[src/rtl/tdc_pkg.sv]
// Shared constants and state type for the TDC measurement sequencer.
package tdc_pkg;

  localparam int TAP_W_DEF    = 21;
  localparam int COARSE_W_DEF = 16;
  localparam int FINE_W       = 5;

  typedef enum logic [2:0] {
    ST_IDLE   = 3'd0,
    ST_CLEAR  = 3'd1,
    ST_ARMED  = 3'd2,
    ST_ENCODE = 3'd3,
    ST_DONE   = 3'd4
  } tdc_state_t;

endpackage

[src/rtl/tdc_therm2bin.sv]
// Counts the ones in a delay-line snapshot; a full popcount tolerates bubbles
// that would corrupt a leading-one search.
module tdc_therm2bin
  import tdc_pkg::*;
#(
  parameter int TAP_W = TAP_W_DEF
) (
  input  logic [TAP_W-1:0]  i_therm,
  output logic [FINE_W-1:0] o_count
);

  always_comb begin
    o_count = '0;
    for (int i = 0; i < TAP_W; i++) begin
      o_count = o_count + FINE_W'(i_therm[i]);
    end
  end

endmodule

[src/rtl/tdc_sequencer.sv]
// One-shot TDC measurement sequencer: clear the line, arm it, count whole
// cycles until the first tap fires (or time out), encode the fine code, hand off.
module tdc_sequencer
  import tdc_pkg::*;
#(
  parameter int TAP_W    = TAP_W_DEF,
  parameter int COARSE_W = COARSE_W_DEF,
  parameter int TIMEOUT  = 1000
) (
  input  logic                clk,
  input  logic                rst,
  input  logic                start,
  input  logic [TAP_W-1:0]    tdc_data,
  output logic                tdc_en,
  output logic                tdc_clr,
  output logic                busy,
  output logic                meas_valid,
  input  logic                meas_ready,
  output logic [FINE_W-1:0]   meas_fine,
  output logic [COARSE_W-1:0] meas_coarse,
  output logic                meas_timeout
);

  localparam logic [COARSE_W-1:0] LAST_CNT = COARSE_W'(TIMEOUT - 1);
  localparam logic [COARSE_W-1:0] TO_CNT   = COARSE_W'(TIMEOUT);

  tdc_state_t          r_state;
  logic [COARSE_W-1:0] r_count;
  logic [TAP_W-1:0]    r_capture;
  logic                r_tdc_en;
  logic                r_tdc_clr;
  logic                r_busy;
  logic                r_meas_valid;
  logic [FINE_W-1:0]   r_meas_fine;
  logic [COARSE_W-1:0] r_meas_coarse;
  logic                r_meas_timeout;
  logic [FINE_W-1:0]   w_fine;

  tdc_therm2bin #(.TAP_W(TAP_W)) u_therm2bin (
    .i_therm (r_capture),
    .o_count (w_fine)
  );

  always_ff @(posedge clk) begin
    if (rst) begin
      r_state        <= ST_IDLE;
      r_count        <= '0;
      r_capture      <= '0;
      r_tdc_en       <= 1'b0;
      r_tdc_clr      <= 1'b0;
      r_busy         <= 1'b0;
      r_meas_valid   <= 1'b0;
      r_meas_fine    <= '0;
      r_meas_coarse  <= '0;
      r_meas_timeout <= 1'b0;
    end else begin
      case (r_state)
        ST_IDLE: begin
          if (start) begin
            r_tdc_clr <= 1'b1;
            r_busy    <= 1'b1;
            r_state   <= ST_CLEAR;
          end
        end
        ST_CLEAR: begin
          r_tdc_clr <= 1'b0;
          r_tdc_en  <= 1'b1;
          r_count   <= '0;
          r_state   <= ST_ARMED;
        end
        ST_ARMED: begin
          // A hit on the final armed cycle still counts as a hit.
          if (tdc_data[0]) begin
            r_capture <= tdc_data;
            r_tdc_en  <= 1'b0;
            r_state   <= ST_ENCODE;
          end else if (r_count == LAST_CNT) begin
            r_tdc_en       <= 1'b0;
            r_meas_valid   <= 1'b1;
            r_meas_timeout <= 1'b1;
            r_meas_fine    <= '0;
            r_meas_coarse  <= TO_CNT;
            r_state        <= ST_DONE;
          end else begin
            r_count <= r_count + 1'b1;
          end
        end
        ST_ENCODE: begin
          r_meas_fine    <= w_fine;
          r_meas_coarse  <= r_count;
          r_meas_timeout <= 1'b0;
          r_meas_valid   <= 1'b1;
          r_state        <= ST_DONE;
        end
        ST_DONE: begin
          if (meas_ready) begin
            r_meas_valid <= 1'b0;
            r_busy       <= 1'b0;
            r_state      <= ST_IDLE;
          end
        end
        default: r_state <= ST_IDLE;
      endcase
    end
  end

  assign tdc_en       = r_tdc_en;
  assign tdc_clr      = r_tdc_clr;
  assign busy         = r_busy;
  assign meas_valid   = r_meas_valid;
  assign meas_fine    = r_meas_fine;
  assign meas_coarse  = r_meas_coarse;
  assign meas_timeout = r_meas_timeout;

endmodule

[config.mk]
export PLATFORM = sky130hd
export DESIGN_NAME = tdc_sequencer
export DESIGN_NICKNAME = d
export VERILOG_FILES = /design/src/rtl/tdc_pkg.sv /design/src/rtl/tdc_therm2bin.sv /design/src/rtl/tdc_sequencer.sv
export SDC_FILE = /design/constraint.sdc
export NUM_CORES = 1
export LEC_CHECK = 0
export BUFFER_PORTS_ARGS = -buffer_cell sky130_fd_sc_hd__clkbuf_2
export CORE_AREA = 2 2 104 106
export CTS_BUF_LIST = sky130_fd_sc_hd__clkbuf_2
export DETAILED_ROUTE_END_ITERATION = 7
export DIE_AREA = 0 0 106 108
export HOLD_SLACK_MARGIN = 0.05
export SLEW_MARGIN = 20
export SYNTH_ARGS = -nofsm -noshare
export SYNTH_HDL_FRONTEND = slang
export SYNTH_SLANG_ARGS = --single-unit
[constraint.sdc]
create_clock -name clk -period 11.9 [get_ports clk]
set_input_delay 2.38 -clock clk [delete_from_list [all_inputs] [get_ports clk]]
set_output_delay 2.38 -clock clk [all_outputs]
set_load 0.02 [all_outputs]
## Word-level counts from Yosys, hierarchy flattened

Cells that the tools add are included.

- Bits in registers: 66
- Output and inout port bits: 26
- Bits of input ports: 25
- Logic and storage cells: 81

- Reduce and logical (&&, ||, !) cells: 14
- Add/sub/neg operators: 21
- Mux-type cells: 25
- Equality and inequality tests: 11

Operators by type and width:

| operator | number |
|---|---|
| 5-bit by 1-bit adder with 5-bit output | 19 |
| 16-bit two-way mux | 4 |
| 16-bit one-hot mux with 2 select lines | 2 |
| 16-bit by 1-bit adder with 16-bit output (second input constant) | 1 |
| 16-bit by 10-bit == test with 1-bit output (second input constant) | 1 |
| 3-bit one-hot mux with 5 select lines | 1 |
| 3-bit two-way mux | 4 |
| 3-bit AND reduction | 4 |
| 5-bit two-way mux | 2 |
| 2-bit inequality test (second input constant) | 5 |
| 5-bit one-hot mux with 2 select lines | 1 |
| 1-bit one-hot mux with 2 select lines | 4 |
| 2-bit nonzero test | 4 |
| 3-bit by 2-bit == test with 1-bit output (second input constant) | 2 |
| 1-bit two-way mux | 6 |
| 2-bit AND reduction | 3 |
| 4-bit AND reduction | 1 |
| 3-bit by 1-bit == test with 1-bit output (second input constant) | 1 |
| 3-bit == test (second input constant) | 1 |
| 3-bit zero test | 1 |
| 3-bit inequality test (second input constant) | 1 |
| 1-bit one-hot mux with 3 select lines | 1 |
| 3-bit nonzero test | 1 |
| 1-bit by 1-bit adder with 2-bit output | 1 |

## Depth between registers and ports, before layout

Gate-level depths: netlist (run 1).

- Word-level depth: 21
- Gate-level depth with buffers: 15
- Mapped depth without buffers: 15

## Modules after synthesis

From an unflattened synthesis (run 1), not the netlist that was laid out.

- Cells, all modules: 371
- Area, all modules: 3335.7 µm²

By module, submodules not included:

| module | instances | area each (µm²) | seq. area each (µm²) | cells each |
|---|---|---|---|---|
| tdc_sequencer | 1 | 2807.7 | 1321.3 | 313 |
| tdc_therm2bin | 1 | 528.0 | 0.0 | 58 |

## Worst setup path after synthesis (run 1)

Ideal clock, no wire load.

- Path type: register -> register
- From: reg r_capture[0]
- To: reg r_meas_fine[4] (netlist: meas_fine[4])
- Clock period less this slack: 4.285 ns
- Data required time: 11.766 ns
- Data arrival time: 4.151 ns
- Cell stages (with the launch flop): 15
- Path buffers: 0
- Path slack: 7.615 ns
- Cell sequence: dfxtp_1 ha_1 inv_1 fa_1 fa_1 fa_1 fa_1 fa_1 inv_1 ha_1 fa_1 a21o_1 a21o_1 a21oi_1 a211oi_1

- Cells in the longest elaborated chain, start to end: 21

Ends and longest elaborated chain:

| element | line | source |
|---|---|---|
| start, declared | tdc_sequencer.sv:29 | `logic [TAP_W-1:0] r_capture;` |
| start signal, assigned | tdc_sequencer.sv:74 | `r_capture <= tdc_data;` |
| 1-bit by 1-bit adder with 2-bit output | tdc_therm2bin.sv:15 | `o_count = o_count + FINE_W'(i_therm[i]);` |
| 5-bit by 1-bit adder with 5-bit output (19 in a row) | tdc_therm2bin.sv:15 |  |
| 5-bit one-hot mux with 2 select lines | tdc_sequencer.sv:57 | `case (r_state)` |
| end signal, assigned | tdc_sequencer.sv:89 | `r_meas_fine <= w_fine;` |
| end, declared | tdc_sequencer.sv:34 | `logic [FINE_W-1:0] r_meas_fine;` |

No other way between the ends.
A chain may end at the register's enable or synchronous reset.

## Worst setup path in the final report (run 1)

Ends and elaborated chain as after synthesis.

==> results_dict.tcl, run 1 <==
set metrics [dict create \
    rsz0062_at_grt "false" \
    pin_count 51 \
    crit_path_start_kind "register" \
    critPathArrivalTime_ps 4870 \
    reg2reg_to "meas_fine[4]" \
    floorplan.initialDensity_pct 34.2 \
    clk_pin_slew_ps 180 \
    nFillCells 1077 \
    criticalPathCategory "reg -> reg" \
    setup_violations 0 \
    worstPathMaxFanout 2 \
    ff2ff_path_depth 14 \
    yosys_warnings 0 \
    cts_buffers 9 \
    tightest_slew_ps 1060 \
    die_x_um 106 \
    wl_per_cell_um 14.8 \
    holdPathEnd "r_capture[19]" \
    status "complete, no violations" \
    finalMaxSlewViolations 0 \
    clockRootBuffer "clkbuf_2" \
    gp_congestion 0.860 \
    p_total_w 0.000412 \
    hold_start "r_capture[19]" \
    yosysSeqAreaShare_pct 37.7 \
    coreArea_mm2 0.0102 \
    hold_viol 0 \
    fmax_mhz 223 \
    post-cts-setup-buffers 0 \
    stdcell_count 573 \
    grt_pass1_vias 2813 \
    final.period_utilization_pct 37.7 \
    dieArea_mm2 0.0114 \
    min_period_ps 4490 \
    ir_drop_uv 41.4 \
    via_count 2998 \
    fp-row-count 37 \
    reg2reg_from "r_capture[0]" \
    async_reset_ff_share_pct 0 \
    syn_nets 451 \
    holdBufCountCts 0 \
    crit_path_end_kind "register" \
    finalClockSkew_ps 22.3 \
    routed_via_density 5.23 \
    maxSlewHeadroom_pct 29.1 \
    drt_iter0_drc 181 \
    nets 481 \
    syn2layout_area_growth_pct 10.7 \
    antenna_found_initial 0 \
    hold_ws_ps 466 \
    synthFlopType "dfxtp_1" \
    grt_overflow 0 \
    clockBufferDepth 2 \
    grt_start_max_net_pins 49 \
    setup_tns_ps 0 \
    design_area_mm2 0.00387 \
    cts_tree "yes" \
    track_usage_pct 15.8 \
    drc_errors 0 \
    die_h_um 108 \
    cts_max_level 3 \
    ys_ff_latch 66 \
    finalWirelength_um 8480 \
    ant_nets 0 \
    hold_depth 2 \
    clk_latency_ps 520 \
    clock-sinks 66 \
    dp_hpwl_um 6040 \
    drive_above_1_share_pct 18.3 \
    hp-class "reg -> reg" \
    grt_pass1_wl_um 14300 \
    place_area_mm2 0.00378 \
    dp.cells 558 \
    p_leak_nw 1.53 \
    avgSynthCellArea_um2 8.69 \
    required_ps 12280 \
    diodes 0 \
    synth_area_mm2 0.00350 \
    firstDrtPassIters 4 \
    synth_edf_count 0 \
    cap_violations 0 \
    cts-resized-gates 0 \
    cellPowerDensity_mw_per_mm2 106 \
    rrSetupSlack_ps 7410 \
    netlist_instances 403 \
    synth_cell_types 58 \
    port_buffers 50 \
]
==> where the power goes <==
group	total, W	switching (W)	internal (W)
clock	0.000126	0.0000800	0.0000460
sequential	0.000232	0.00000646	0.000226
combinational	0.0000537	0.0000333	0.0000203
==> flip-flops by register name (all words and copies together) (netlist names) <==
name / flops
r_capture: 21
meas_coarse: 16
r_count: 16
meas_fine: 5
r_state: 3
busy: 1
meas_timeout: 1
meas_valid: 1
tdc_clr: 1
tdc_en: 1
==> cell usage after synthesis, types with 7 or more instances <==
library cell / n / share of area (%)
fa_1: 14 / 8.0
ha_1: 9 / 3.2
clkbuf_1: 13 / 1.4
a211oi_1: 15 / 3.2
a31oi_1: 9 / 1.6
a21oi_1: 60 / 8.6
inv_1: 33 / 3.5
nor2_1: 11 / 1.2
dfxtp_1: 66 / 38
nor4_1: 7 / 1.3
buf_2: 14 / 2.0
nand2_1: 54 / 5.8
==> worst max-delay path by stage <==
stage                         endpoint  depth (start not counted)         start
after floorplan           meas_fine[4]                         14  r_capture[0]
after global placement    meas_fine[4]                         14  r_capture[0]
after detailed placement  meas_fine[4]                         14  r_capture[0]
after CTS                 meas_fine[4]                         14  r_capture[0]
after global routing      meas_fine[4]                         14  r_capture[0]
final                     meas_fine[4]                         14  r_capture[0]
==> cells by family after synthesis <==
family                   after synthesis  share of synthesized area [%]
AND/OR/NAND/NOR                      121                           18.9
flip-flops                            66                           37.7
multiplexers                           3                          0.858
XOR/XNOR                               1                          0.250
AO/OA/AOI/OAI                        124                           23.1
adder cells (fa/ha/maj)               23                           11.2
buffers and inverters                 65                           7.90
==> layer usage <==
layer  global-route usage (%)  part of all wire [%]  vias to the layer above
met4                     8.18                   2.2                        0
li1                         -                     -                     1491
met3                     2.65                   4.4                       14
met1                     22.9                    52                     1426
met2                     22.4                    42                       67
met5                        0                     0                        -
==> worst max-delay path: stages (launching register included) <==
cell and delay, ps:
dfxtp_1 350, ha_1 290, inv_1 70, fa_1 430, fa_1 490, fa_1 540, fa_1 440, fa_1 500
inv_1 40, ha_1 200, fa_1 400, a21o_1 190, a21o_1 190, a21oi_1 140, a211oi_1 90
==> area by class of cell <==
| class | instances | area (um^2) | share of cell area, % |
|---|---|---|---|
| Clock buffer | 10 | 50.0 | 1.29 |
| Clock inverter | 5 | 46.3 | 1.20 |
| Inverter | 33 | 124 | 3.20 |
| Multi-Input combinational cell | 272 | 1900 | 49.1 |
| Sequential cell | 66 | 1320 | 34.1 |
| Tap cell | 136 | 170 | 4.39 |
| Timing Repair Buffer | 51 | 258 | 6.65 |
==> per-stage QoR <==
step / util [%] / setup slack (ps)
after global placement: 36.9 / 7500
after global routing: 37.9 / 7200
after CTS: 37.9 / 7390
final: 37.9 / 7410
after detailed placement: 36.9 / 7410
after floorplan: - / 7620
==> layout by cell type, fill, tap and decap left out, drive strengths merged, types with 5 or more instances in the layout <==
cell type and instances:
nand4 7, ha 9, nand2 54, nor2 11
nand3 6, o21ba 5, nor4 8, o221ai 5
clkbuf 60, a31oi 9, a21oi 60, a211oi 15
dfxtp 66, a21o 5, inv 33, fa 14
No activity file was read; power rests on OpenSTA's default activity.
==> inputs of run 2 (changes only) <==
Clock period 11.9 ns to 4.3 ns, I/O delays scaled along.
==> run 2 against run 1 <==
The run now ends with negative setup slack left. Routed wire length shrank 0.99%. Global-route usage shrank 0.12 points. Worst setup slack worse by 7400 ps.
==> results_dict.tcl, run 2 (synthesis gave the netlist of run 1 again) <==
set metrics [dict create \
    status "finished with violations" \
    violations "negative setup slack" \
    clockRootBuffer "clkbuf_2" \
    grt_overflow 0 \
    place_area_mm2 0.00378 \
    required_ps 4650 \
    dp_hpwl_um 5920 \
    fmax_mhz 232 \
    clock-sinks 66 \
    tightest_slew_ps 1110 \
    clockBufferDepth 2 \
    crit_path_end_kind "register" \
    maxSlewHeadroom_pct 26.1 \
    min_period_ps 4320 \
    grt_pass1_vias 2766 \
    clk_pin_slew_ps 170 \
    port_buffers 50 \
    floorplan.initialDensity_pct 34.2 \
    final_cell_mix "dfxtp_1, clkbuf_2, a21oi_1, nand2_1, inv_1" \
    largest_reg_flops 21 \
    drt_iter0_drc 186 \
    grt_start_max_net_pins 49 \
    stdcell_count 573 \
    finalMaxSlewViolations 0 \
    seqCellArea_mm2 0.00132 \
    coreArea_mm2 0.0102 \
    criticalPathCategory "reg -> reg" \
    drc_errors 0 \
    worstPathMaxFanout 2 \
    nFillCells 1052 \
    finalWirelength_um 8390 \
    setup_violations 1 \
    finalClockSkew_ps 16.1 \
    via_count 2984 \
    final.period_utilization_pct 100 \
    die_h_um 108 \
    pin_count 51 \
    dieArea_mm2 0.0114 \
    track_usage_pct 15.6 \
    hold_ws_ps 464 \
    grt_pass1_wl_um 14100 \
    ant_nets 0 \
    antenna_found_initial 1 \
    cts_buffers 9 \
    multi_input_area_mm2 0.00194 \
    post-cts-setup-buffers 0 \
    mostFrequentLayoutCell "dfxtp_1" \
    critPathArrivalTime_ps 4660 \
    setup_ws_ps -16.8 \
    dp.cells 559 \
    rsz0062_at_grt "true" \
    cts_max_level 3 \
    syn2layout_area_growth_pct 11.0 \
    routed_via_density 5.21 \
    gp_congestion 0.842 \
    hp-class "reg -> reg" \
    die_x_um 106 \
    drive_above_1_share_pct 20.6 \
    design_area_mm2 0.00389 \
    clk_latency_ps 490 \
    cellPowerDensity_mw_per_mm2 275 \
    rrSetupSlack_ps -20 \
    crit_path_start_kind "register" \
    p_leak_nw 1.51 \
    fp-row-count 37 \
    ir_drop_uv 83.7 \
    wl_per_cell_um 14.6 \
    firstDrtPassIters 5 \
    cts_tree "yes" \
    hold_viol 0 \
    top_register "r_capture" \
    final_util_pct 38.0 \
    nets 482 \
    cap_violations 0 \
]
==> run 2: cell count changes in the layout (fill, tap and decap cells not counted), sizes merged <==
cell / before / now
buf: 1 / 2
clkinv: 4 / 1
diode: 0 / 1
clkbuf: 60 / 62
bufinv: 1 / 0
==> run 2: critical path, stage by stage, from the launching register on <==
cell and delay, ps:
dfxtp_2 370, ha_4 260, inv_2 30, fa_1 520, fa_1 430, fa_1 510, fa_1 430, fa_1 490
inv_1 40, ha_2 170, fa_2 330, a21o_1 190, a21o_1 190, a21oi_1 160, a211oi_1 60
==> run 2: metal layers <==
metal / track usage [%] / part of all wire (%)
met4: 5.92 / 0.83
met3: 3.74 / 6.1
met1: 22.9 / 52
met5: 0 / 0
met2: 22.2 / 41
==> run 2: cell type report <==
| class | instances | share of cell area (%) |
|---|---|---|
| diodes | 1 | 0.0644 |
| clock buffers | 12 | 1.55 |
| clock inverters | 1 | 0.129 |
| inverters | 33 | 3.19 |
| multi-input cells | 272 | 49.8 |
| flip-flops and latches | 66 | 34.1 |
| well taps | 136 | 4.38 |
| repair buffers | 52 | 6.83 |
==> run 2: metrics by stage <==
stage | setup WS, ps | total power [W] | TNS [ps]
after floorplan | 15.2 | 0.000760 | 0
after global placement | -87.5 | 0.000801 | -147
after detailed placement | -159 | 0.000803 | -297
after CTS | -28.9 | 0.00108 | -28.9
after global routing | -196 | 0.00113 | -479
final | -16.8 | 0.00107 | -16.8
==> run 2: timing repair <==
item                                    in CTS  in global routing
gates resized for setup                      7                  2
pin swaps                                    5                  1
endpoints found under the setup margin       2                  4
hold buffers                                 0                  0
==> run 2: report_power, final <==
group	total, W	internal [W]	leakage, nW	switching, W
sequential	0.000643	0.000625	0.534	0.0000180
combinational	0.000149	0.0000568	0.927	0.0000920
clock	0.000278	0.0000737	0.0538	0.000204
==> run 2: final timing paths <==
check,from,end,cells past startpoint
hold reg to reg,r_capture[4],r_capture[4],2
hold / removal,r_capture[4],r_capture[4],2
setup reg to reg,r_capture[1],meas_fine[4],14
setup / recovery,r_capture[1],meas_fine[4],14
==> inputs of run 3 (changes only) <==
Settings changed: ABC_CLOCK_PERIOD_IN_PS set to 4600.
Clock period 4.3 ns to 4.6 ns, I/O delays scaled along.
==> run 3 against run 2 <==
Power down 1.3%. Non-clock buffer count down 1. Hold slack better by 1.6 ps. Clock skew up 15 ps. Via count up 0.37%. Routed wire length up 1.3%. Global-route usage down 0.15 points. Count of clock-buffer cells in the layout down 1. The flow now finishes without violations. Critical path depth unchanged. Highest routed layer unchanged. Register-to-register slack better by 250 ps. Clock power up 14%.
==> results_dict.tcl, run 3 (synthesis gave the netlist of run 1 again) <==
set metrics [dict create \
    via_count 2995 \
    critical_path_buf_inv_count 2 \
    ir_drop_uv 88.2 \
    drt_iter0_drc 159 \
    cap_violations 0 \
    min_period_ps 4370 \
    p_leak_nw 1.53 \
    final_util_pct 38.0 \
    post-cts-setup-buffers 0 \
    drive_above_1_share_pct 18.9 \
    reg2reg_to "meas_fine[4]" \
    diodes 0 \
    dp_worst_setup_slack_ps 101 \
    clk_pin_slew_ps 170 \
    rrSetupSlack_ps 230 \
    hold_viol 0 \
    syn2layout_area_growth_pct 11.0 \
    grt_start_max_net_pins 49 \
    drc_errors 0 \
    ff2ff_path_depth 14 \
    gp_congestion 0.850 \
    hold_depth 2 \
    holdBufCountCts 0 \
    clock-sinks 66 \
    die_h_um 108 \
    reg2reg_from "r_capture[1]" \
    dp_hpwl_um 6060 \
    cts_max_level 3 \
    crit_path_end_kind "register" \
    grt_pass1_wl_um 14100 \
    grt_overflow 0 \
    clockBufferDepth 2 \
    status "complete, no violations" \
    max_stage_delay_ps 520 \
    p_total_w 0.00106 \
    crit_path_start_kind "register" \
    finalClockSkew_ps 31.2 \
    setup_tns_ps 0 \
    clk_latency_ps 490 \
    critPathArrivalTime_ps 4700 \
    hp-class "reg -> reg" \
    grt_pass1_vias 2814 \
    finalMaxSlewViolations 0 \
    die_x_um 106 \
    worstPathMaxFanout 2 \
    cp_cell_sequence "ha_1 > inv_1 > fa_1 > fa_1 > fa_1 > fa_1 > fa_1 > inv_1 > ha_1 > fa_2 > a21o_1 > a21o_1 > a21oi_2 > a211oi_1" \
    cp_top_family "adder cells" \
    cellPowerDensity_mw_per_mm2 272 \
    track_usage_pct 15.5 \
    tightest_slew_ps 1100 \
    criticalPathCategory "reg -> reg" \
    pin_count 51 \
    fp-row-count 37 \
    nFillCells 1058 \
    ant_nets 0 \
    crit_top_cell "fa_1" \
    antenna_found_initial 0 \
    cts_tree "yes" \
    setup_ws_ps 229 \
    routed_via_density 5.22 \
    maxSlewHeadroom_pct 26.7 \
    crit_slowest_cell "fa_1" \
    required_ps 4930 \
    hold_start "r_capture[4]" \
    rsz0062_at_grt "false" \
    firstDrtPassIters 4 \
    final_cell_mix "dfxtp_1, clkbuf_2, a21oi_1, nand2_1, inv_1" \
    cts_buffers 9 \
    dieArea_mm2 0.0114 \
    holdPathEnd "r_capture[4]" \
    wl_per_cell_um 14.8 \
    clockRootBuffer "clkbuf_2" \
    setup_violations 0 \
    largest_reg_flops 21 \
    finalWirelength_um 8500 \
    fmax_mhz 229 \
    port_buffers 50 \
    final.period_utilization_pct 95.0 \
    nets 481 \
    floorplan.initialDensity_pct 34.2 \
    coreArea_mm2 0.0102 \
    top_register "r_capture" \
    mostFrequentLayoutCell "dfxtp_1" \
]
## run 3: timing repair
item,4_1_cts,5_1_grt
setup endpoints to repair,0,2
endpoints found under the hold margin,0,0
gates resized for setup,0,4
## run 3: tightest hold or removal path, cell delays in order (launching register included)
cell     delay, ps
dfxtp_1        340
nand2_1         50
a21oi_1         50
## run 3: final cells by class
cell class | count | area (um^2) | share of cell area [%]
repair buffers | 51 | 258 | 6.63
clock buffers | 11 | 55.1 | 1.42
flip-flops and latches | 66 | 1320 | 34.1
clock inverters | 5 | 45.0 | 1.16
inverters | 33 | 124 | 3.19
well taps | 136 | 170 | 4.38
multi-input cells | 272 | 1910 | 49.1
## run 3: where the power goes
part / total [W] / internal, W / switching, W
Clock: 0.000317 / 0.000124 / 0.000194
Combinational: 0.000138 / 0.0000520 / 0.0000863
Sequential: 0.000601 / 0.000584 / 0.0000161
Total: 0.00106 / 0.000760 / 0.000296
## run 3: stage by stage
stage | area (um^2) | cells | hold slack, ps
3_5_place_dp | 3780 | 558 | 447
5_1_grt | 3880 | 574 | 489
4_1_cts | 3880 | 574 | 468
3_3_place_gp | 3780 | 558 | 445
6_report | 3880 | 574 | 466
2_1_floorplan | 3500 | 403 | 436
## run 3: routing by layer
layer | part of all wire (%) | global-route usage, % | vias up
met3 | 6.4 | 3.32 | 12
met1 | 50 | 21.8 | 1414
met4 | 1.7 | 6.02 | 0
li1 | - | - | 1489
met2 | 42 | 23.2 | 80
met5 | 0 | 0 | -
## run 3: worst max-delay path by stage
stage	endpoint	slack [ps]	startpoint	depth (start not counted)
global route	meas_fine[4]	7	r_capture[1]	14
finish	meas_fine[4]	230	r_capture[1]	14
global placement	meas_fine[4]	190	r_capture[0]	14
CTS	meas_fine[4]	90	r_capture[0]	14
floorplan	meas_fine[4]	320	r_capture[0]	14
detailed placement	meas_fine[4]	100	r_capture[0]	14
